## config.mk

```make
export PLATFORM = sky130hd
export DESIGN_NAME = uart_phy_8n1
export DESIGN_NICKNAME = d
export VERILOG_FILES = /design/src/rtl/uart_phy_8n1.sv
export SDC_FILE = /design/constraint.sdc
export NUM_CORES = 1
export LEC_CHECK = 0
export CORE_ASPECT_RATIO = 1.4
export CORE_MARGIN = 2
export CORE_UTILIZATION = 45
export DETAILED_ROUTE_END_ITERATION = 6
export PLACE_DENSITY = 0.65
export SETUP_SLACK_MARGIN = 0.1
export SYNTH_ARGS = -nofsm -noshare
export SYNTH_HDL_FRONTEND = slang
export SYNTH_SLANG_ARGS = --single-unit
```

## constraint.sdc

```tcl
create_clock -name clk -period 4.15 [get_ports clk]
set_clock_uncertainty 0.05 [all_clocks]
set_input_delay 0.415 -clock clk [delete_from_list [all_inputs] [get_ports clk]]
set_output_delay 0.415 -clock clk [all_outputs]
set_load 0.01 [all_outputs]
```

## src/rtl/uart_phy_8n1.sv

```systemverilog
// uart_phy_8n1: 8N1 UART PHY with independent TX and RX.
// Optional internal loopback is built only when UART_PHY_LOOPBACK_EN is defined.
module uart_phy_8n1 #(
  parameter int DIV_W       = 16,
  parameter int SYNC_STAGES = 2
) (
  input  logic             clk,
  input  logic             reset_n,
  input  logic [DIV_W-1:0] divisor,
  input  logic             tx_valid,
  input  logic [7:0]       tx_data,
  output logic             tx_ready,
  output logic             uart_txd,
`ifdef UART_PHY_LOOPBACK_EN
  input  logic             loopback,
`endif
  input  logic             uart_rxd,
  output logic             rx_valid,
  output logic [7:0]       rx_data,
  input  logic             rx_ready,
  output logic             rx_frame_err,
  output logic             rx_overrun
);

  typedef enum logic [1:0] {TX_IDLE, TX_START, TX_DATA, TX_STOP} tx_state_t;
  typedef enum logic [1:0] {RX_IDLE, RX_START, RX_DATA, RX_STOP} rx_state_t;

  logic [DIV_W-1:0] eff_div;
  assign eff_div = (divisor < DIV_W'(4)) ? DIV_W'(4) : divisor;

  // ---------------- transmitter ----------------
  tx_state_t        tx_state;
  logic [DIV_W-1:0] tx_div;
  logic [DIV_W-1:0] tx_cnt;
  logic [2:0]       tx_bit;
  logic [7:0]       tx_shift;
  logic             tx_line;
  logic             tx_bit_end;

  assign tx_bit_end = (tx_cnt == tx_div - DIV_W'(1));

  // TX frame sequencer; tx_ready is registered and only high in TX_IDLE
  always_ff @(posedge clk or negedge reset_n) begin
    if (!reset_n) begin
      tx_state <= TX_IDLE;
      tx_ready <= 1'b0;
      tx_line  <= 1'b1;
      tx_div   <= '0;
      tx_cnt   <= '0;
      tx_bit   <= '0;
      tx_shift <= '0;
    end else begin
      case (tx_state)
        TX_IDLE: begin
          if (tx_valid && tx_ready) begin
            tx_state <= TX_START;
            tx_ready <= 1'b0;
            tx_line  <= 1'b0;
            tx_div   <= eff_div;
            tx_shift <= tx_data;
            tx_cnt   <= '0;
          end else begin
            tx_ready <= 1'b1;
          end
        end
        TX_START: begin
          if (tx_bit_end) begin
            tx_state <= TX_DATA;
            tx_cnt   <= '0;
            tx_bit   <= '0;
            tx_line  <= tx_shift[0];
            tx_shift <= {1'b0, tx_shift[7:1]};
          end else begin
            tx_cnt <= tx_cnt + DIV_W'(1);
          end
        end
        TX_DATA: begin
          if (tx_bit_end) begin
            tx_cnt <= '0;
            if (tx_bit == 3'd7) begin
              tx_state <= TX_STOP;
              tx_line  <= 1'b1;
            end else begin
              tx_bit   <= tx_bit + 3'd1;
              tx_line  <= tx_shift[0];
              tx_shift <= {1'b0, tx_shift[7:1]};
            end
          end else begin
            tx_cnt <= tx_cnt + DIV_W'(1);
          end
        end
        TX_STOP: begin
          if (tx_bit_end) begin
            tx_state <= TX_IDLE;
            tx_ready <= 1'b1;
            tx_cnt   <= '0;
          end else begin
            tx_cnt <= tx_cnt + DIV_W'(1);
          end
        end
      endcase
    end
  end

  // ---------------- receiver ----------------
  logic rx_in;
`ifdef UART_PHY_LOOPBACK_EN
  assign rx_in    = loopback ? tx_line : uart_rxd;
  assign uart_txd = loopback ? 1'b1 : tx_line;
`else
  assign rx_in    = uart_rxd;
  assign uart_txd = tx_line;
`endif

  logic [SYNC_STAGES-1:0] rx_sync;
  logic                   rxs;
  logic                   rx_prev;

  assign rxs = rx_sync[SYNC_STAGES-1];

  // Synchronizer chain for the asynchronous serial input, idles high
  always_ff @(posedge clk or negedge reset_n) begin
    if (!reset_n) rx_sync <= '1;
    else          rx_sync <= {rx_sync[SYNC_STAGES-2:0], rx_in};
  end

  // Previous synchronized level for falling-edge detection
  always_ff @(posedge clk or negedge reset_n) begin
    if (!reset_n) rx_prev <= 1'b1;
    else          rx_prev <= rxs;
  end

  rx_state_t        rx_state;
  logic [DIV_W-1:0] rx_div;
  logic [DIV_W-1:0] rx_cnt;
  logic [2:0]       rx_bit;
  logic [7:0]       rx_shift;
  logic             rx_brk;
  logic             rx_bit_end;
  logic             rx_half;

  assign rx_bit_end = (rx_cnt == rx_div - DIV_W'(1));
  assign rx_half    = (rx_cnt == (rx_div >> 1) - DIV_W'(1));

  // RX frame sequencer plus output holding register and status pulses.
  // The cycle in which the edge is seen counts toward the half-bit delay,
  // hence rx_cnt starts at 1; after a bad stop bit rx_brk holds RX_STOP
  // until the line returns high.
  always_ff @(posedge clk or negedge reset_n) begin
    if (!reset_n) begin
      rx_state     <= RX_IDLE;
      rx_div       <= '0;
      rx_cnt       <= '0;
      rx_bit       <= '0;
      rx_shift     <= '0;
      rx_brk       <= 1'b0;
      rx_valid     <= 1'b0;
      rx_data      <= '0;
      rx_frame_err <= 1'b0;
      rx_overrun   <= 1'b0;
    end else begin
      rx_frame_err <= 1'b0;
      rx_overrun   <= 1'b0;
      if (rx_valid && rx_ready) rx_valid <= 1'b0;
      case (rx_state)
        RX_IDLE: begin
          if (rx_prev && !rxs) begin
            rx_state <= RX_START;
            rx_div   <= eff_div;
            rx_cnt   <= DIV_W'(1);
          end
        end
        RX_START: begin
          if (rx_half) begin
            rx_cnt <= '0;
            rx_bit <= '0;
            if (rxs) rx_state <= RX_IDLE;
            else     rx_state <= RX_DATA;
          end else begin
            rx_cnt <= rx_cnt + DIV_W'(1);
          end
        end
        RX_DATA: begin
          if (rx_bit_end) begin
            rx_cnt   <= '0;
            rx_shift <= {rxs, rx_shift[7:1]};
            rx_bit   <= rx_bit + 3'd1;
            if (rx_bit == 3'd7) rx_state <= RX_STOP;
          end else begin
            rx_cnt <= rx_cnt + DIV_W'(1);
          end
        end
        RX_STOP: begin
          if (rx_brk) begin
            if (rxs) begin
              rx_brk   <= 1'b0;
              rx_state <= RX_IDLE;
            end
          end else if (rx_bit_end) begin
            rx_cnt <= '0;
            if (rxs) begin
              rx_state <= RX_IDLE;
              if (rx_valid && !rx_ready) begin
                rx_overrun <= 1'b1;
              end else begin
                rx_valid <= 1'b1;
                rx_data  <= rx_shift;
              end
            end else begin
              rx_frame_err <= 1'b1;
              rx_brk       <= 1'b1;
            end
          end else begin
            rx_cnt <= rx_cnt + DIV_W'(1);
          end
        end
      endcase
    end
  end

endmodule

```

==> key figures, run 1 <==
STA
  • Minimum clock period: 3730 ps
  • RSZ-0062 raised after global routing: no
  • Worst-Margin Slew: 845 ps
  • Final Cycle Share: 89.8%
  • Final Hold Viols: 0
  • Max-slew headroom: 43.5%
  • Endpoints failing setup: 0
  • Setup WS post-layout: 422 ps
  • Fmax: 268 MHz
  • Setup TNS: 0 ps
  • Slew Limit Fails: 0

Floorplanning
  • Total core area: 14400 um^2
  • I/O pins: 42
  • Initial Util: 45.8%
  • Die Width: 106 um
  • Die Span Y: 147 um
  • Die area: 15700 um^2
  • Row count: 52

GRT
  • Antenna violations before repair: 0
  • Grt ovf: 0
  • Largest net degree at the start of global routing: 58
  • First-pass GRT wire length: 26.3 mm
  • Vias in the first global route: 5259
  • GR Util All Layers: 20.9%

Clock tree
  • CTS Buf Count: 9
  • CTS tree: yes
  • Clk buf depth: 2
  • Hold_buf cts: 0
  • Clk_lat worst skew: 360 ps
  • Root Driver: clkbuf_16
  • Clock sink count: 107
  • CTS clk-pin slew, worst paths: 80 ps
  • H-tree levels: 3

Cells and area
  • Share of layout cells above drive strength 1: 14.1%
  • Filler Cell Count: 1364
  • Nets: 785
  • Area growth, synth to finish: 13.7%
  • Antenna diodes: 0

Synth
  • Most common cell in the netlist: dfrtp_1
  • Number of synthesized flops with an enable pin: 0
  • Largest cells by area after synthesis: dfrtp_1 39%, mux2_2 8.2%, xnor2_1 6.5%, nand2_1 5.1%, xor2_1 3.7%
  • Post-Synthesis Net Count: 763
  • Synth Flop Type: dfrtp_1
  • Netlist cell types: 65
  • #FFs+latches synth: 107
  • Syn avg cell area: 9.18 um^2
  • Yosys top cell area share: 39.0%
  • Commonest cells in the netlist: 103 x dfrtp_1, 89 x nand2_1, 52 x nor2_1, 49 x xnor2_1, 48 x mux2_2
  • Yosys top cell by area: dfrtp_1
  • Yosys warns: 0
  • Mapped Cells: 720
  • Syn Std Cell Area: 6610 um^2
  • Sequential share of the synthesized area: 40.6%
  • Post-synthesis async set-or-reset flop share: 100%

Drt
  • Final WL: 15.7 mm
  • DRC errors left: 0
  • Total number of vias: 5312
  • Routed vias/inst: 5.68
  • DRT Pass-1 Iters: 5
  • WL/cell: 16.8 um
  • DR iter-0 viols: 262
  • Antenna Nets Post-Route: 0

Power and ir drop
  • Leakage power: 3.18 nW
  • PD cells: 528 nW/um^2
  • Maximum vdd drop: 465 uV

Critical path
  • CP Max Fanout: 12
  • Max incr delay on CP: 590 ps
  • CP startpoint kind: flop
  • Crit path max-delay family: simple AND/OR/NAND/NOR gates
  • Cells along the critical path: inv_1 > ha_1 > or4b_4 > nor4b_1 > xnor2_1 > nand2_1 > nor4_4 > nand3_2 > nor3b_4 > buf_12 > mux2_2
  • CP bufs+invs: 2
  • Critical Path RT: 4340 ps
  • CP arrival: 3920 ps
  • Slowest CP cell: or4b_4
  • Crit Path Category: flop to flop
  • CP endpoint kind: flop

Run status
  • Status: complete, no violations

Placed design
  • DP Worst Slack: 212 ps
  • Gp weighted congestion: 0.913
  • I/O Buffers: 41
  • Post-DP HPWL: 11.6 mm

Flow run
  • Max-Cap Viols: 0

Worst hold path
  • Hold Crit Class: input pin to asynchronous set/reset pin
area by class of cell:
class / instances / area, um^2 / area share (%)
Inverter: 20 / 75.1 / 0.998
Clock buffer: 9 / 225 / 3.00
Sequential cell: 107 / 2680 / 35.7
Multi-Input combinational cell: 545 / 3670 / 48.8
Tap cell: 189 / 236 / 3.14
Clock inverter: 7 / 76.3 / 1.01
Timing Repair Buffer: 59 / 556 / 7.39
path summary, 6_finish.rpt:
check | start | endpoint | slack (ps) | depth (start not counted)
max | rx_div[1] | rx_data[5] | 420 | 11
min | reset_n | rx_div[9] | 70 | 1
max reg2reg | rx_div[1] | rx_data[5] | 420 | 11
min reg2reg | rx_sync[0] | rx_sync[1] | 310 | 0
max in group asynchronous | reset_n | rx_sync[1] | 3070 | 2
min in group clk | rx_sync[0] | rx_sync[1] | 310 | 0
where the power goes:
group          total (mW)  internal, mW  switching, mW
combinational        1.51         0.767          0.748
clock               0.872         0.431          0.441
sequential           1.59          1.26          0.326
cell families after synthesis:
kind of cell | share of synthesized area [%]
buffers and inverters | 4.05
xor gates and xnor gates | 10.2
DFF | 40.6
adders and majority gates | 2.65
AOI/OAI and AO/OA | 11.8
and+or+nand+nor | 21.6
muxes | 9.08
cells in the final DEF, fill, tap and decap left out, types with 13 or more instances in the layout:
master / synthesis / routed
xnor2_1: 49 / 49
o21ai_0: 47 / 47
nor4_1: 14 / 14
ha_1: 14 / 14
inv_1: 20 / 20
nand2_1: 89 / 89
nor2_1: 52 / 52
xor2_1: 28 / 28
clkdlybuf4s50_1: 0 / 40
and3_1: 13 / 13
nor3_1: 16 / 16
mux2_2: 48 / 48
dfrtp_1: 103 / 103
nand3_1: 29 / 29
buf_4: 1 / 18
through the flow:
| stage | total power, mW | cell area [um^2] | std cells | hold slack [ps] | utilization [%] |
|---|---|---|---|---|---|
| after floorplan | 2.73 | 6610 | 720 | 69.4 | - |
| after global placement | 3.05 | 7190 | 919 | 297 | 49.8 |
| after detailed placement | 3.11 | 7190 | 919 | 301 | 49.8 |
| after CTS | 3.99 | 7490 | 935 | 101 | 51.9 |
| after global routing | 4.25 | 7520 | 936 | 130 | 52.1 |
| final | 3.97 | 7520 | 936 | 65.0 | 52.1 |
registers in the layout (all words and copies together) (netlist names), 3 cells and up, named ones only:
signal / count
rx_cnt: 16
rx_div: 16
tx_cnt: 16
tx_div: 16
rx_data: 8
rx_shift: 8
tx_shift: 8
rx_bit: 3
tx_bit: 3
per-layer routing:
metal	wire (um)	global-route usage [%]
met1	6520	26.1
met2	8060	35.9
met3	501	3.00
met4	621	9.42
met5	0	0
what timing repair did:
item / in CTS / in global routing
buffers inserted: 0 / 1
resized for setup: 0 / 2
endpoints found under the setup margin: 0 / 21
endpoints found under the hold margin: 0 / 0
(Power assumes the default switching activity.)
==> inputs of run 2 (changes only) <==
--- a/config.mk
+++ b/config.mk
@@ -5,6 +5,7 @@
 export SDC_FILE = /design/constraint.sdc
 export NUM_CORES = 1
 export LEC_CHECK = 0
+export CAP_MARGIN = 20
 export CORE_ASPECT_RATIO = 1.4
 export CORE_MARGIN = 2
 export CORE_UTILIZATION = 45
@@ -14,3 +15,4 @@
 export SYNTH_ARGS = -nofsm -noshare
 export SYNTH_HDL_FRONTEND = slang
 export SYNTH_SLANG_ARGS = --single-unit
+export TNS_END_PERCENT = 20
==> results of run 2 <==
No change in the layout: final DEF, timing and power equal those of run 1.
==> edit: new RTL, config.mk and constraints of run 2 <==
Add a define of `UART_PHY_LOOPBACK_EN`.
--- a/src/rtl/uart_phy_8n1.sv
+++ b/src/rtl/uart_phy_8n1.sv
@@ -2,2 +2,4 @@
 // Optional internal loopback is built only when UART_PHY_LOOPBACK_EN is defined.
+`define UART_PHY_LOOPBACK_EN
+
 module uart_phy_8n1 #(
Interface: changed (added loopback); port bits go from 42 to 43. The function was not compared with the original's and may differ.
==> edit against run 2 <==
- the run now ends with hold timing left
- sequential cell count stayed put
- power is 20% higher
- global-route usage is 0.26 points lower
- wire length is 0.37% higher
- cell area is 1.9% higher
- setup slack better by 0.25 ns
- combinational power is 41% higher
- count of clock-buffer cells in the layout stayed put
- hold slack worse by 0.085 ns
- synthesized area is 3.1% higher
- sequential power is 12% higher
- via count is 1.9% higher
- highest routed layer unchanged
==> edit: results (changes against run 2) <==
fraction of layout cells with a size suffix above 1=13.4% (was 14.1%); crit-path max FO=8 (was 12); vias per cell=5.73 (was 5.68); Yosys cell types=76 (was 65); final WL=15800 um (was 15700 um); final hold viol count=20 (was 0); largest net degree at the start of global routing=83 (was 58); hold slack=-0.0203 ns (was 0.0650 ns); Filler cells=1377 (was 1364); Synth area leaders=dfrtp_1 (38%), mux2_2 (6.8%), nand2_1 (5.7%), xnor2_1 (5.3%), xor2_1 (3.7%) (was dfrtp_1 (39%), mux2_2 (8.2%), xnor2_1 (6.5%), nand2_1 (5.1%), xor2_1 (3.7%)); syn nets=772 (was 763); failing checks=hold timing; Slew @ Worst Pin=0.850 ns (was 0.845 ns); vias in the first global route=5555 (was 5259); slowest cell on the critical path=or4_1 (was or4b_4); worst setup path start=rx_div[0] (was rx_div[1]); gr usage total=20.6% (was 20.9%); VDD IR-drop max=0.364 mV (was 0.465 mV); CP endpoint=rx_shift[0] (was rx_data[5]); Detailed Place HPWL=11900 um (was 11600 um); worst slack at placement=0.722 ns (was 0.212 ns); crit path DAT=3.67 ns (was 3.92 ns); Inst Count DP=928 (was 919); Leakage=0.00328 uW (was 0.00318 uW); Post-layout nets=792 (was 785); sequential share of the synthesized area=39.3% (was 40.6%); Finished Layout Cells=945 (was 936); Worst R2R Setup Slack=0.68 ns (was 0.42 ns); worst reg2reg path depth=9 (was 11); Commonest cells post-synth=nand2_1 (104), dfrtp_1 (103), nor2_1 (46) (was dfrtp_1 (103), nand2_1 (89), nor2_1 (52)); 1st-iter DRT viols=189 (was 262); Pre-antenna DRT Iters=4 (was 5); outcome=finished with violations (was complete, no violations); first-pass GRT wire length=26500 um (was 26300 um); Mean Syn Cell Area=9.37 um2 (was 9.18 um2); GPL Wtd Cong=0.929 (was 0.913); port bufs=42 (was 41)
[edit: changes by cell type after synthesis, sizes merged, moves of 6 or more]
cell and change:
a21oi +6, and2 +9, nand2 +15, nand3 -8, nand4 +6, nor2 -6, nor2b +9, o211ai +8
o21ai -26, xnor2 -8
[edit: worst min path at each step]
stage,endpoint,from,slack [ns]
floorplan,async pin,reset_n,0.07
global placement,rx_sync[1],rx_sync[0],0.30
detailed placement,rx_sync[1],rx_sync[0],0.30
CTS,rx_div[7],reset_n,0.23
global route,rx_div[7],reset_n,0.02
finish,rx_div[7],reset_n,-0.02
[edit: where the power goes]
group          total (uW)  switching [uW]  internal [uW]  leakage (uW)
sequential           1780             472           1310       0.00138
clock                 870             441            429      0.000145
combinational        2130            1070           1060       0.00175
total                4780            1980           2790       0.00328
[edit: stage by stage]
step / utilization, % / area, um2
after global routing: 51.4 / 7660
after global placement: 49.1 / 7330
after floorplan: - / 6820
after CTS: 51.2 / 7640
final: 51.4 / 7660
after detailed placement: 49.2 / 7330
[edit: cell families (layout without fill, tap and decap cells)]
kind of cell	count (synthesis)	after routing	share of synthesized area (%)
simple gates	316	316	24.7
mux	53	53	9.14
buf+inv	56	81	3.62
flops	107	107	39.3
xor+xnor	70	70	8.99
fa+ha+maj	14	14	2.57
compound gates	112	112	11.7
[edit: routing by layer]
metal  GRT usage (%)  vias up  wire length [um]
met5               0        -                 0
met4            8.85        0               443
met3            3.05       36               341
met2            38.5       81              8710
met1            23.0     2684              6270
li1                -     2612                 -
[edit: area by class of cell]
cell class / instances / area (um2) / area share, %
multi-input cells: 565 / 3890 / 50.8
flip-flops and latches: 107 / 2680 / 35.0
repair buffers: 49 / 483 / 6.30
well taps: 192 / 240 / 3.14
clock buffers: 9 / 225 / 2.94
clock inverters: 7 / 82.6 / 1.08
inverters: 16 / 60.1 / 0.784
